### config.mk
export PLATFORM = sky130hd
export DESIGN_NAME = vram_arbiter
export DESIGN_NICKNAME = d
export VERILOG_FILES = /design/src/rtl/vram_arbiter.sv
export SDC_FILE = /design/constraint.sdc
export NUM_CORES = 1
export LEC_CHECK = 0
export ABC_AREA = 0
export CAP_MARGIN = 20
export CORE_ASPECT_RATIO = 2
export CORE_MARGIN = 1
export CORE_UTILIZATION = 47
export DETAILED_ROUTE_END_ITERATION = 12
export GPL_ROUTABILITY_DRIVEN = 0
export GPL_TIMING_DRIVEN = 0
export HOLD_SLACK_MARGIN = 0.03
export PLACE_DENSITY = 0.95
export SKIP_CTS_REPAIR_TIMING = 1
export SYNTH_ARGS = -nofsm -noshare
export SYNTH_HDL_FRONTEND = slang
export SYNTH_SLANG_ARGS = --single-unit
### constraint.sdc
create_clock -name CLK_25MHZ -period 2.4 [get_ports CLK_25MHZ]
set_input_delay 0.24 -clock CLK_25MHZ [delete_from_list [all_inputs] [get_ports CLK_25MHZ]]
set_output_delay 0.24 -clock CLK_25MHZ [all_outputs]
set_load 0.1 [all_outputs]
### src/rtl/vram_arbiter.sv
// Single-port VRAM arbiter: fixed-latency video fetch with absolute priority,
// CPU req/ack accesses slotted into cycles the video path leaves free.
//   state | meaning
//   IDLE  | no CPU access outstanding
//   PEND  | CPU request waiting for a free RAM cycle
//   WR    | CPU write on the RAM port
//   RD1   | CPU read address on the RAM port
//   RD2   | CPU read data returning from RAM
//   ACK   | one-cycle completion pulse
module vram_arbiter #(
    parameter int ADDR_W       = 13,
    parameter int DEPTH        = 7168,
    parameter int STARVE_LIMIT = 64
) (
    input  logic              CLK_25MHZ,
    input  logic              RESET,
    input  logic              VID_REQ,
    input  logic [ADDR_W-1:0] VID_ADDR,
    output logic [7:0]        VID_DATA,
    output logic              VID_VALID,
    input  logic              CPU_REQ,
    input  logic              CPU_WE,
    input  logic [ADDR_W-1:0] CPU_ADDR,
    input  logic [7:0]        CPU_WDATA,
    output logic [7:0]        CPU_RDATA,
    output logic              CPU_ACK,
    output logic              CPU_STARVED,
    output logic [ADDR_W-1:0] RAM_ADDR,
    output logic              RAM_WE,
    output logic [7:0]        RAM_WDATA,
    input  logic [7:0]        RAM_RDATA
);

    typedef enum logic [2:0] {IDLE, PEND, WR, RD1, RD2, ACK} cpu_state_t;

    localparam int               CNT_W   = $clog2(STARVE_LIMIT + 1);
    localparam logic [CNT_W-1:0] CNT_MAX = CNT_W'(STARVE_LIMIT);
    localparam logic [ADDR_W:0]  DEPTH_L = (ADDR_W + 1)'(DEPTH);

    cpu_state_t       state, state_nxt;
    logic             cpu_win;
    logic             vid_in_range, cpu_in_range;
    logic             vid_p1, vid_p2, vid_oor_p1, vid_oor_p2;
    logic             cpu_oor_q;
    logic [CNT_W-1:0] wait_cnt;

    assign vid_in_range = {1'b0, VID_ADDR} < DEPTH_L;
    assign cpu_in_range = {1'b0, CPU_ADDR} < DEPTH_L;

    // A request seen in IDLE competes in that same cycle, so IDLE and PEND share arbitration.
    always_comb begin
        state_nxt = state;
        cpu_win   = 1'b0;
        case (state)
            IDLE, PEND: begin
                if (!CPU_REQ) begin
                    state_nxt = IDLE;
                end else if (VID_REQ) begin
                    state_nxt = PEND;
                end else begin
                    cpu_win   = 1'b1;
                    state_nxt = CPU_WE ? WR : RD1;
                end
            end
            WR:      state_nxt = ACK;
            RD1:     state_nxt = RD2;
            RD2:     state_nxt = ACK;
            ACK:     state_nxt = IDLE;
            default: state_nxt = IDLE;
        endcase
    end

    always_ff @(posedge CLK_25MHZ) begin
        if (RESET) begin
            state      <= IDLE;
            wait_cnt   <= '0;
            RAM_ADDR   <= '0;
            RAM_WE     <= 1'b0;
            RAM_WDATA  <= '0;
            cpu_oor_q  <= 1'b0;
            vid_p1     <= 1'b0;
            vid_p2     <= 1'b0;
            vid_oor_p1 <= 1'b0;
            vid_oor_p2 <= 1'b0;
            VID_VALID  <= 1'b0;
            VID_DATA   <= '0;
            CPU_RDATA  <= '0;
        end else begin
            state <= state_nxt;

            if (state == PEND && state_nxt == PEND) begin
                if (wait_cnt != CNT_MAX)
                    wait_cnt <= wait_cnt + CNT_W'(1);
            end else begin
                wait_cnt <= '0;
            end

            if (VID_REQ) begin
                RAM_ADDR <= VID_ADDR;
                RAM_WE   <= 1'b0;
            end else if (cpu_win) begin
                RAM_ADDR  <= CPU_ADDR;
                RAM_WE    <= CPU_WE & cpu_in_range;
                RAM_WDATA <= CPU_WDATA;
            end else begin
                RAM_WE <= 1'b0;
            end

            if (cpu_win)
                cpu_oor_q <= !cpu_in_range;

            // Video pipe: address on RAM, data back from RAM, registered output.
            vid_p1     <= VID_REQ;
            vid_oor_p1 <= !vid_in_range;
            vid_p2     <= vid_p1;
            vid_oor_p2 <= vid_oor_p1;
            VID_VALID  <= vid_p2;
            if (vid_p2)
                VID_DATA <= vid_oor_p2 ? 8'h00 : RAM_RDATA;

            if (state == RD2)
                CPU_RDATA <= cpu_oor_q ? 8'h00 : RAM_RDATA;
        end
    end

    assign CPU_ACK     = (state == ACK);
    assign CPU_STARVED = (wait_cnt >= CNT_MAX);

endmodule

* Word level (Yosys, flattened, before mapping)
Index checks and enable logic that the tools add are counted.
** Storage, ports and cells
- Register bits after elaboration :: 54
- Input port bits :: 47
- Output and inout port bits :: 41
- Word-level logic and storage cells :: 49
** Cells by class
- Add/sub/neg operators :: 1
- $lt $le $gt $ge :: 3
- Equal/unequal tests :: 7
- Mux-type cells :: 11
- Bitwise gates (word level) :: 4
- Reduce and logical (&&, ||, !) cells :: 10
** Operators with widths (number)
- 13-bit less-than comparator (second input constant) :: 2
- 13-bit two-way mux :: 2
- 8-bit two-way mux :: 2
- 3-bit one-hot mux with 3 select lines :: 1
- 7-bit by 1-bit adder with 7-bit output (second input constant) :: 1
- 7-bit >= comparator (second input constant) :: 1
- 7-bit inequality test (second input constant) :: 1
- 3-bit by 1-bit == test with 1-bit output (second input constant) :: 2
- 3-bit by 2-bit == test with 1-bit output (second input constant) :: 2
- 3-bit == test (second input constant) :: 2
- 2-bit OR reduction :: 3
- 1-bit two-way mux :: 4
- 2-bit two-way mux :: 2
- 3-bit zero test :: 1
- 1-bit inverter :: 3
- 3-bit OR reduction :: 1
- 1-bit zero test :: 2
- 2-bit AND reduction :: 1
- 2-bit nonzero test :: 1
- 1-bit AND :: 1
- 1-bit logical AND :: 1

* Depth between registers and ports, before layout
Gate-level depths: netlist of the first run.
- Depth in word-level cells :: 8
- Mapped depth :: 5
- Depth with buffers taken out :: 5

* Worst setup path before layout of the first run
No wires, ideal clock.
- Path kind :: flip-flop to output port
- Start :: register state[1]
- End :: output CPU_ACK
- Data arrival time :: 1291 ps
- Required time :: 2160 ps
- Slack :: 869 ps
- Cell stages (with the launch flop) :: 3
- Buffers on the path :: 1
- Path through :: dfxtp_1 -> buf_2 -> and3b_1
** Between the ends
- Longest elaborated chain between the ends :: 1
** Ends and longest elaborated chain
- from (decl) :: line 40 : cpu_state_t state, state_nxt;
- from (signal assigned) :: line 89 : state <= state_nxt;
- 3-bit == test :: line 126 : assign CPU_ACK = (state == ACK);
- to (decl) :: line 26 : output logic CPU_ACK,
No other way between the ends.

* Worst setup path in the final report of the first run
- Start :: register wait_cnt[6]
- End :: output CPU_STARVED
** Between the ends
- Longest elaborated chain between the ends :: 1
** Ends and longest elaborated chain
- from (decl) :: line 45 : logic [CNT_W-1:0] wait_cnt;
- from (signal assigned) :: line 93 : wait_cnt <= wait_cnt + CNT_W'(1);
- 7-bit >= comparator :: line 127 : assign CPU_STARVED = (wait_cnt >= CNT_MAX);
- to (decl) :: line 27 : output logic CPU_STARVED,
No other way between the ends.

==> impl_metrics.py, run 1 <==
metrics = {
    "run_status": {
        "outcome": "complete, no violations",
    },
    "timing": {
        "finalCriticalPeriod_ns": 2.171,
        "final.setup_skew_ns": 0.01203,
        "max_freq_mhz": 460.6,
        "fin_crit_sh_pct": 90.46,
        "finalSetupTns_ns": 0,
        "final_max_slew_viol_count": 0,
        "worst_pin_slew_ns": 1.010,
        "rsz0062_at_grt": "false",
        "finalSetupViolCount": 0,
        "hold_slack_ns": 0.2559,
        "final_hold_viol_count": 0,
        "setup_ws_ns": 0.2289,
        "slew_headroom_pct": 32.46,
    },
    "layout": {
        "diodes": 0,
        "area_growth_pct": 44.38,
        "mostFrequentLayoutCell": "clkdlybuf4s50_1",
        "post-route-util_pct": 70.94,
        "drive_gt1_share_pct": 8.721,
        "finalInstanceArea_um2": 3293,
        "layout_common_cells": "clkdlybuf4s50_1, dfxtp_1, a21oi_1",
        "nets": 392,
        "finalNonFillerCells": 399,
    },
    "floorplan": {
        "dieArea_um2": 5153,
        "core_um2": 4642,
        "rows": 35,
        "die_x_um": 51.26,
        "ios": 88,
        "die-height_um": 100.5,
        "initial_core_util_pct": 49.14,
    },
    "power_and_ir_drop": {
        "pwr_density_cell_nw_per_um2": 613.5,
        "finalPower_mw": 2.020,
        "p_leak_nw": 1.169,
        "vdd_drop_max_mv": 0.5784,
    },
    "placed_design": {
        "dp_cells": 391,
        "dpl_cell_area_um2": 3201,
        "place_ws_ns": 0.3290,
        "hpwl_um": 4647,
        "io_buffers": 85,
    },
    "route": {
        "wl_per_cell_um": 15.50,
        "via_per_inst": 5.474,
        "drt_iter0_markers": 41,
        "drtPass1Iterations": 4,
        "wl_um": 6184,
        "num_vias": 2184,
        "drc": 0,
        "final_antenna_net_count": 0,
    },
    "global_route": {
        "grt_pass1_vias": 2180,
        "grt_start_max_net_pins": 18,
        "grt_pass1_wl_um": 9763,
        "track_usage_pct": 25.31,
        "grt-ovfl-total": 0,
        "grt_antenna_before_repair": 0,
    },
    "worst_hold_path": {
        "hp-class": "in -> reg",
    },
    "yosys": {
        "synth_ff_type": "dfxtp_1",
        "syn_avg_cell_area_um2": 9.087,
        "ys_ff_latch": 54,
        "synth-adder-area-share_pct": 1.097,
        "syn_area_um2": 2281,
        "async_flop_share_pct": 0,
        "synth_top_family_by_area": "simple AND/OR/NAND/NOR gates",
        "yosysSeqAreaShare_pct": 47.39,
        "yosys_warnings": 0,
        "synth-edff-count": 0,
        "syn_inst": 251,
        "ys_types": 38,
        "synthSimpleGateAreaFrac_pct": 28.47,
        "synth_compound_area_share_pct": 15.30,
        "muxShareOfSynthArea_pct": 0,
        "synth_fp_nets": 300,
        "synth-xor-area-share_pct": 1.152,
    },
    "critical_path": {
        "cpMaxStageDelayCell": "clkdlybuf4s50_1",
        "crit_arrival_ns": 1.93,
        "crit_fanout": 5,
        "cp-start-kind": "flop",
        "crit_type": "reg -> out",
        "r2r_setup_slack_ns": 0.76,
        "max_stage_delay_ns": 1.12,
        "cp_top_family": "buffers and inverters",
        "cp_data_required_time_ns": 2.16,
        "cp_cell_sequence": "clkbuf_1 -> clkdlybuf4s50_1",
        "timing.critical_path.buf_inv": 2,
        "worstSetupEndpointType": "primary output",
    },
    "clocking": {
        "numClockSinks": 54,
        "clk_pin_slew_ns": 0.10,
        "insertion_delay_ns": 0.32,
        "ctsRootBufferMaster": "clkbuf_8",
        "clockBufferDepth": 2,
        "cts_made_buffers": 5,
        "tritoncts": "done",
        "htree_levels": 2,
    },
    "job": {
        "maxCapViolCount": 0,
    },
}
-- synthesized netlist by cell type (2+ instances only) --
| cell type | instances | area, um2 |
|---|---|---|
| nor2b_1 | 5 | 31.28 |
| dfxtp_1 | 54 | 1081 |
| buf_2 | 6 | 30.03 |
| nor2_1 | 2 | 7.510 |
| nand3b_1 | 17 | 127.6 |
| ha_1 | 2 | 25.02 |
| nand3_1 | 5 | 25.02 |
| nand2_1 | 27 | 101.4 |
| a2111oi_2 | 6 | 90.09 |
| buf_6 | 2 | 22.52 |
| or3_1 | 2 | 12.51 |
| a21oi_1 | 30 | 150.1 |
| a2111oi_1 | 3 | 30.03 |
| inv_1 | 15 | 56.30 |
| nor3_1 | 26 | 130.1 |
| o21ai_0 | 4 | 20.02 |
| xor2_1 | 2 | 17.52 |
| clkbuf_1 | 9 | 33.78 |
| or3b_1 | 2 | 17.52 |
| a2111oi_0 | 4 | 35.03 |
| nand2b_1 | 11 | 68.82 |
-- flip-flops by register name, indices dropped and copies added, names as in the netlist --
| name | cells |
|---|---|
| vid_oor_p2 | 1 |
| RAM_ADDR | 13 |
| VID_VALID | 1 |
| VID_DATA | 8 |
| CPU_RDATA | 8 |
| cpu_oor_q | 1 |
| vid_p2 | 1 |
| state | 3 |
| RAM_WDATA | 8 |
| vid_p1 | 1 |
| RAM_WE | 1 |
| wait_cnt | 7 |
| vid_oor_p1 | 1 |
-- layer usage --
| metal | vias to the layer above | GRT usage (%) | part of all wire [%] |
|---|---|---|---|
| li1 | 1061 | - | - |
| met1 | 1030 | 23.71 | 35 |
| met2 | 73 | 48.38 | 58 |
| met3 | 20 | 4.072 | 3.5 |
| met4 | 0 | 15.38 | 3.5 |
| met5 | - | 0 | 0 |
-- path summary, 6_finish.rpt --
path,to,from,cells past startpoint
hold / removal,vid_p1$_SDFF_PP0_,VID_REQ,2
setup reg to reg,wait_cnt[2]$_SDFFE_PP0N_,state[1]$_SDFF_PP0_,5
setup / recovery,CPU_STARVED,wait_cnt[6]$_SDFFE_PP0N_,2
hold reg to reg,vid_p2$_SDFF_PP0_,vid_p1$_SDFF_PP0_,1
-- worst register-to-register path, stage by stage, from the launching register on --
cell and delay, ns:
dfxtp_1 0.32, buf_2 0.19, nor3b_4 0.27, buf_4 0.23, nand3_2 0.18, a211oi_1 0.35
-- cells by family (layout without fill, tap and decap cells) --
kind of cell / count (synthesis) / in the layout
adders and majority gates: 2 / 2
xor gates and xnor gates: 3 / 3
buffers and inverters: 33 / 126
DFF: 54 / 54
and+or+nand+nor: 109 / 109
AOI/OAI and AO/OA: 50 / 50
-- where the power goes --
| group | leakage, nW | switching (mW) | internal, mW |
|---|---|---|---|
| Clock | 0.0441 | 0.308 | 0.206 |
| Combinational | 0.684 | 0.368 | 0.176 |
| Sequential | 0.442 | 0.0255 | 0.936 |
-- layout make-up --
class	count	area, um2
Fill cell	372	1349
Sequential cell	54	1081
Multi-Input combinational cell	164	1050
Timing Repair Buffer	85	853.3
Buffer	18	93.84
Clock buffer	5	68.82
Tap cell	55	68.82
Inverter	15	56.30
Clock inverter	3	21.27
Power figures use the tool's default switching activity.
==> run 2: changes to the inputs <==
Settings changed: CTS_CLUSTER_DIAMETER set to 40, MAX_ROUTING_LAYER set to met4.
==> impl_metrics.py, run 2 (same netlist as run 1, synthesis figures left out) <==
metrics = {
    "layout": {
        "mostFrequentLayoutCell": "clkdlybuf4s50_1",
        "finalNonFillerCells": 399,
        "diodes": 0,
        "area_growth_pct": 44.38,
        "drive_gt1_share_pct": 8.721,
        "regMostFlops": "RAM_ADDR",
        "layout_common_cells": "clkdlybuf4s50_1, dfxtp_1, a21oi_1",
        "largest_register_ffs": 13,
        "post-route-util_pct": 70.94,
        "nets": 392,
        "finalInstanceArea_um2": 3293,
        "fillCellCount": 372,
    },
    "route": {
        "drtPass1Iterations": 4,
        "num_vias": 2187,
        "drt_iter0_markers": 47,
        "via_per_inst": 5.481,
        "wl_um": 6195,
        "drc": 0,
        "final_antenna_net_count": 0,
        "wl_per_cell_um": 15.53,
    },
    "clocking": {
        "ctsRootBufferMaster": "clkbuf_8",
        "numClockSinks": 54,
        "insertion_delay_ns": 0.32,
        "htree_levels": 2,
        "clk_pin_slew_ns": 0.10,
        "clockBufferDepth": 2,
        "tritoncts": "done",
        "cts_made_buffers": 5,
    },
    "critical_path": {
        "reg2reg_from": "state[1]$_SDFF_PP0_",
        "worstSetupEndpointType": "primary output",
        "cp-start-kind": "flop",
        "crit_type": "reg -> out",
        "cpMaxStageDelayCell": "clkdlybuf4s50_1",
        "r2r_setup_slack_ns": 0.76,
        "crit_arrival_ns": 1.93,
        "worstRegToRegCells": 5,
        "regToRegEndpoint": "wait_cnt[2]$_SDFFE_PP0N_",
        "crit_fanout": 5,
        "max_stage_delay_ns": 1.12,
        "cp_data_required_time_ns": 2.16,
        "cp_cell_sequence": "clkbuf_1 -> clkdlybuf4s50_1",
    },
    "power_and_ir_drop": {
        "p_comb_share_pct": 27.0,
        "switching_share_pct": 34.75,
        "switchingPower_mw": 0.7020,
        "finalPower_mw": 2.020,
        "pwr-share-seq_pct": 47.6,
        "p_int_mw": 1.318,
        "pwr_density_cell_nw_per_um2": 613.3,
        "p_clk_share_pct": 25.4,
        "p_leak_nw": 1.169,
        "vdd_drop_max_mv": 0.5783,
    },
    "floorplan": {
        "initial_core_util_pct": 49.14,
        "core_um2": 4642,
        "die-height_um": 100.5,
        "ios": 88,
        "rows": 35,
        "die_x_um": 51.26,
        "dieArea_um2": 5153,
    },
    "placed_design": {
        "place_ws_ns": 0.3290,
        "hpwl_um": 4647,
        "io_buffers": 85,
        "dpl_cell_area_um2": 3201,
        "dp_cells": 391,
    },
    "worst_hold_path": {
        "hold_start": "RESET",
        "hp-class": "in -> reg",
        "hold_path_end": "state[1]$_SDFF_PP0_",
        "min_path_cells": 2,
    },
    "timing": {
        "finalSetupViolCount": 0,
        "slew_headroom_pct": 32.49,
        "finalCriticalPeriod_ns": 2.172,
        "rsz0062_at_grt": "false",
        "setup_ws_ns": 0.2283,
        "final.setup_skew_ns": 0.01204,
        "final_max_slew_viol_count": 0,
        "fin_crit_sh_pct": 90.49,
        "final_hold_viol_count": 0,
        "max_freq_mhz": 460.5,
        "worst_pin_slew_ns": 1.009,
    },
    "global_route": {
        "grt_pass1_vias": 2177,
        "grt_pass1_wl_um": 9798,
        "grt_start_max_net_pins": 18,
        "grt-ovfl-total": 0,
        "grt_antenna_before_repair": 0,
        "track_usage_pct": 26.12,
    },
    "run_status": {
        "outcome": "complete, no violations",
    },
    "job": {
        "maxCapViolCount": 0,
    },
}
==> run 2: cell counts in the layout (fill, tap and decap cells not counted) <==
No cell type changed its count.
==> run 2: through the flow <==
| step | setup TNS (ns) | hold WS, ns |
|---|---|---|
| after detailed placement | 0 | 0.4409 |
| after global routing | 0 | 0.2648 |
| after global placement | 0 | 0.4208 |
| after CTS | -0.01750 | 0.2507 |
| final | 0 | 0.2555 |
| after floorplan | 0 | 0.3760 |
==> run 2: worst max-delay path by stage <==
| stage | startpoint | to | depth (start not counted) |
|---|---|---|---|
| 5_1_grt | wait_cnt[6]$_SDFFE_PP0N_ | CPU_STARVED | 2 |
| 3_5_place_dp | state[1]$_SDFF_PP0_ | CPU_ACK | 3 |
| 2_1_floorplan | state[1]$_SDFF_PP0_ | CPU_ACK | 2 |
| 6_report | wait_cnt[6]$_SDFFE_PP0N_ | CPU_STARVED | 2 |
| 3_3_place_gp | state[1]$_SDFF_PP0_ | CPU_ACK | 3 |
| 4_1_cts | state[1]$_SDFF_PP0_ | CPU_ACK | 3 |
==> run 2: power groups by stage <==
stage | sequential (mW) | clock, mW | combinational (mW)
2_1_floorplan | 1.22 | 0 | 0.124
3_3_place_gp | 0.978 | 0 | 0.535
3_5_place_dp | 0.981 | 0 | 0.543
4_1_cts | 0.961 | 0.519 | 0.546
5_1_grt | 0.965 | 0.557 | 0.568
6_report | 0.962 | 0.514 | 0.545
==> run 2: metal layers <==
metal,global-route usage (%),up-vias,routed length (um)
li1,-,1061,-
met1,24.29,1032,2169
met2,48.38,74,3611
met3,3.620,20,199
met4,15.38,0,214
met5,-,-,0
==> run 2: critical path: cells and delay by family (launching register included) <==
family   cells  cell delay [ns]
flops        1             0.39
buf+inv      2             1.22
==> run 2: cell type report <==
class                   instances  area (um2)  share of cell area, %
repair buffers                 85       853.3                  25.91
well taps                      55       68.82                  2.090
clock buffers                   5       68.82                  2.090
flip-flops and latches         54        1081                  32.83
clock inverters                 3       21.27                 0.6459
inverters                      15       56.30                  1.710
plain buffers                  18       93.84                  2.850
multi-input cells             164        1050                  31.88
==> run 3: changes to the inputs <==
Settings changed: GPL_ROUTABILITY_DRIVEN 0 to not set.
==> results of run 3 <==
The final DEF is identical to that of run 2; final timing and power are the same.
